==> src/rtl/pipe_hazard_ctrl.sv <==
`default_nettype none
// ============================================================================
// Module  : pipe_hazard_ctrl
// Purpose : Shift-register scoreboard giving per-operand forwarding selects,
//           load-use stall and decode-stage write enables. Optional macro
//           HAZ_PERF_CNT_EN adds saturating stall_cnt / fwd_cnt counters.
// Revision: 1.0 - initial release
// ============================================================================
module pipe_hazard_ctrl #(
    parameter int REG_AW   = 5,
    parameter int DEPTH    = 3,
    parameter int LOAD_LAT = 1,
    parameter int NSRC     = 2,
    parameter int SELW     = $clog2(DEPTH + 1)
) (
    input  logic                   clk,
    input  logic                   reset,
    input  logic                   hold,
    input  logic                   flush,
    input  logic                   id_valid,
    input  logic                   id_regwrite,
    input  logic                   id_memread,
    input  logic [REG_AW-1:0]      id_rd,
    input  logic [NSRC*REG_AW-1:0] id_src,
    input  logic [NSRC-1:0]        id_src_used,
    output logic [NSRC*SELW-1:0]   fwd_sel,
    output logic                   stall,
    output logic                   pc_write,
    output logic                   ifid_write,
    output logic                   ctrl_zero
`ifdef HAZ_PERF_CNT_EN
    ,
    output logic [15:0]            stall_cnt,
    output logic [15:0]            fwd_cnt
`endif
);

    logic [DEPTH:1]    sb_valid;
    logic [DEPTH:1]    sb_regwrite;
    logic [DEPTH:1]    sb_memread;
    logic [REG_AW-1:0] sb_rd [1:DEPTH];
    logic [NSRC-1:0]   blocked;
    logic              accept;

    always_comb begin
        fwd_sel = '0;
        blocked = '0;
        for (int i = 0; i < NSRC; i++) begin
            // Scan oldest to youngest so the youngest producer is the final write.
            for (int k = DEPTH; k >= 1; k--) begin
                if (id_valid && id_src_used[i] && sb_valid[k] && sb_regwrite[k] &&
                    (sb_rd[k] == id_src[i*REG_AW +: REG_AW]) && (sb_rd[k] != '0)) begin
                    fwd_sel[i*SELW +: SELW] = SELW'(k);
                    blocked[i]              = sb_memread[k] && (k <= LOAD_LAT);
                end
            end
        end
    end

    assign stall      = id_valid & (|blocked);
    assign pc_write   = ~stall & ~hold;
    assign ifid_write = ~stall & ~hold;
    assign ctrl_zero  = stall | flush;
    assign accept     = id_valid & ~stall & ~flush;

    always_ff @(posedge clk or negedge reset) begin
        if (!reset) begin
            sb_valid    <= '0;
            sb_regwrite <= '0;
            sb_memread  <= '0;
            for (int k = 1; k <= DEPTH; k++) begin
                sb_rd[k] <= '0;
            end
        end else if (!hold) begin
            sb_valid[DEPTH:2]    <= sb_valid[DEPTH-1:1];
            sb_regwrite[DEPTH:2] <= sb_regwrite[DEPTH-1:1];
            sb_memread[DEPTH:2]  <= sb_memread[DEPTH-1:1];
            for (int k = DEPTH; k >= 2; k--) begin
                sb_rd[k] <= sb_rd[k-1];
            end
            sb_valid[1]    <= accept;
            sb_regwrite[1] <= accept & id_regwrite;
            sb_memread[1]  <= accept & id_memread;
            sb_rd[1]       <= accept ? id_rd : '0;
        end
    end

`ifdef HAZ_PERF_CNT_EN
    always_ff @(posedge clk or negedge reset) begin
        if (!reset) begin
            stall_cnt <= '0;
            fwd_cnt   <= '0;
        end else if (!hold) begin
            if (stall && (stall_cnt != 16'hFFFF)) begin
                stall_cnt <= stall_cnt + 16'd1;
            end
            if (!stall && id_valid && (|fwd_sel) && (fwd_cnt != 16'hFFFF)) begin
                fwd_cnt <= fwd_cnt + 16'd1;
            end
        end
    end
`endif

endmodule
`default_nettype wire

==> config.mk <==
export PLATFORM = sky130hd
export DESIGN_NAME = pipe_hazard_ctrl
export DESIGN_NICKNAME = d
export VERILOG_FILES = /design/src/rtl/pipe_hazard_ctrl.sv
export SDC_FILE = /design/constraint.sdc
export NUM_CORES = 1
export LEC_CHECK = 0
export BUFFER_PORTS_ARGS = -buffer_cell sky130_fd_sc_hd__buf_2
export CORE_MARGIN = 3
export CORE_UTILIZATION = 30
export DETAILED_ROUTE_END_ITERATION = 10
export PLACE_DENSITY = 0.48
export SETUP_SLACK_MARGIN = 0.1
export SLEW_MARGIN = 10
export SYNTH_ARGS = -nofsm -noshare
export SYNTH_HDL_FRONTEND = slang
export SYNTH_SLANG_ARGS = --single-unit
export TNS_END_PERCENT = 10
==> constraint.sdc <==
create_clock -name clk -period 2.7 [get_ports clk]
set_input_delay 0.135 -clock clk [delete_from_list [all_inputs] [get_ports clk]]
set_output_delay 0.135 -clock clk [all_outputs]
set_load 0.01 [all_outputs]
==> impl_metrics.tcl <==
set metrics [dict create \
    required_ns 2.57 \
    ys_seq_area_frac 0.401 \
    antenna_found_initial 0 \
    crit_fanout 7 \
    vias 1123 \
    leakagePower_nw 0.740 \
    synth_top_area_share 0.401 \
    synth_top_family_by_area "XOR/XNOR gates" \
    yosys.area_share.adder 0 \
    yosys.area.top_type "dfrtp_1" \
    tns_ns 0 \
    placed_area_sq_um 1570 \
    initial_utilization 0.327 \
    skew_ns 0.00606 \
    gp_congestion 0.855 \
    ys_async_sr_fraction 1.00 \
    first_pass_iters 4 \
    insertion_delay_ns 0.26 \
    rsz0062_at_grt "false" \
    routed_wl_um 3420 \
    clock-root-buffer "clkbuf_8" \
    startpoint_type "register" \
    critical_path.endpoint_type "primary output" \
    viasPerCell 5.30 \
    netlist_top_cells_area "dfrtp_1 (40%), xnor2_1 (12%), mux2_2 (11%), xor2_1 (7.0%), nand2_1 (3.6%)" \
    worstMarginPinSlew_ns 0.559 \
    fin_crit_ns 2.26 \
    cts_sinks 22 \
    synth_area_per_cell_sq_um 10.6 \
    dieArea_sq_um 5420 \
    instances_no_fill 212 \
    insertedDiodeCount 0 \
    ys_seq_elements 22 \
    row_count 23 \
    die_x_um 73.6 \
    wl_per_cell_um 16.2 \
    dp_hpwl_um 2720 \
    setup_violations 0 \
    synthCells 130 \
    final_area_sq_um 1650 \
    grt_pass1_wl_um 5750 \
    synth_nets 154 \
    syn_area_sq_um 1370 \
    clock_path_buffers 2 \
    final_core_util 0.393 \
    yosysMostFrequentCell "dfrtp_1" \
    grt_max_degree 29 \
    hold_viol_final 0 \
    vdd_drop_max_uv 195 \
    synthSimpleGateAreaFrac 0.179 \
    synth-compound-area-share 0.100 \
    nFillCells 426 \
    synthFlopType "dfrtp_1" \
    portBuffers 31 \
    path_class "register to primary output" \
    muxShareOfSynthArea 0.115 \
    synth.top_cells.by_count "dfrtp_1 (22), xnor2_1 (19), mux2_2 (14), nand2_1 (13), xor2_1 (11)" \
    synth_cell_type_count 33 \
    drv_slew 0 \
    gr-total-overflow 0 \
    drc 0 \
    power_density_nw_per_um2 544 \
    numCtsBuffers 3 \
    fin_crit_sh 0.837 \
    postRouteAntennaNets 0 \
    outcome "finished clean" \
    die_h_um 73.6 \
    initialDrtViolationCount 57 \
    cts_tree "yes" \
    worst_hold_path_type "input pin to register" \
    drive_above_1_share 0.340 \
    grt_util_all_layers 0.139 \
    synthToLayoutAreaGrowth_pct 20.4 \
    post-cts-setup-buffers 0 \
    synthXorXnorAreaFrac 0.191 \
    crit_arrival_ns 2.12 \
    final_nets 187 \
    slew_headroom 0.627 \
    synth_enable_flop_cells 0 \
    ios 32 \
    grt_pass1_vias 1146 \
    coreArea_sq_um 4200 \
    place_inst 207 \
    path_clk_slew_ns 0.08 \
    yosys_warnings 0 \
    fmax_mhz 443 \
    drv_cap 0 \
    h-tree-depth 1 \
]
-- flip-flops by register name, indices dropped and copies added, names as in the netlist --
register,count
sb_memread,1
sb_rd,15
sb_regwrite,3
sb_valid,3
-- worst max-delay path, cell delays in order, from the launching register on --
cell and delay [ns]:
dfrtp_1 0.48, xnor2_1 0.18, nand4_1 0.14, o32a_1 0.40, nor3b_2 0.39, or2_1 0.15
buf_2 0.12
-- where the power goes --
| group | total, mW | internal (mW) | switching (mW) |
|---|---|---|---|
| clock | 0.305 | 0.198 | 0.107 |
| sequential | 0.417 | 0.364 | 0.0531 |
| combinational | 0.177 | 0.0969 | 0.0802 |
-- placed cells by master, fill, tap and decap left out, types with 2 or more instances in the layout --
master	instances
nor3_2	2
xor2_1	11
a221o_1	4
mux2_2	14
nor4_1	2
buf_2	31
nand4_1	4
clkbuf_8	3
o21ai_1	4
or4_1	2
dfrtp_1	22
nand3_1	4
xnor2_1	19
nand2_1	13
nor2_1	8
-- logic make-up (layout without fill, tap and decap cells) --
group | count (synthesis) | in the layout
buf+inv | 4 | 36
flops | 22 | 22
compound gates | 16 | 16
xor+xnor | 30 | 30
mux | 14 | 14
simple gates | 44 | 44
-- metrics by stage --
step	hold slack, ns	power [mW]	worst slack, ns
after global placement	0.130	0.597	0.757
after global routing	0.0784	0.952	0.256
after floorplan	-0.161	0.531	0.737
final	0.0928	0.899	0.440
after CTS	0.0894	0.910	0.387
after detailed placement	0.141	0.600	0.716
-- area by class of cell --
class,count,area [sq um],area share
Timing Repair Buffer,32,165,0.0999
Multi-Input combinational cell,104,803,0.486
Clock buffer,3,41.3,0.0250
Tap cell,50,62.6,0.0379
Sequential cell,22,551,0.333
Clock inverter,1,30.0,0.0182
-- routing by layer --
layer  share of wire  track usage  up-vias
li1                -            -      537
met1            0.47        0.195      543
met2            0.44        0.213       36
met3           0.069       0.0219        7
met4           0.016       0.0584        0
met5               0            0        -
-- final timing paths --
kind                       cells past startpoint                 startpoint                          to  slack, ns
hold / removal                                 3                id_regwrite  sb_regwrite[1]$_DFFE_PN0N_       0.09
max in group asynchronous                      2                      reset       sb_rd[11]$_DFFE_PN0N_       1.99
min in group asynchronous                      2                      reset     sb_valid[3]$_DFFE_PN0N_       0.36
setup / recovery                               6      sb_rd[10]$_DFFE_PN0N_                   ctrl_zero       0.44
setup reg to reg                               5      sb_rd[11]$_DFFE_PN0N_       sb_rd[12]$_DFFE_PN0N_       0.76
hold reg to reg                                2  sb_memread[1]$_DFFE_PN0N_   sb_memread[1]$_DFFE_PN0N_       0.53
-- timing repair --
item                       in CTS  in global routing
hold endpoints to repair       22                  0
setup endpoints to repair       0                  0
gates resized for setup         0                  0
hold buffers                    1                  0
No activity file was read; power rests on OpenSTA's default activity.
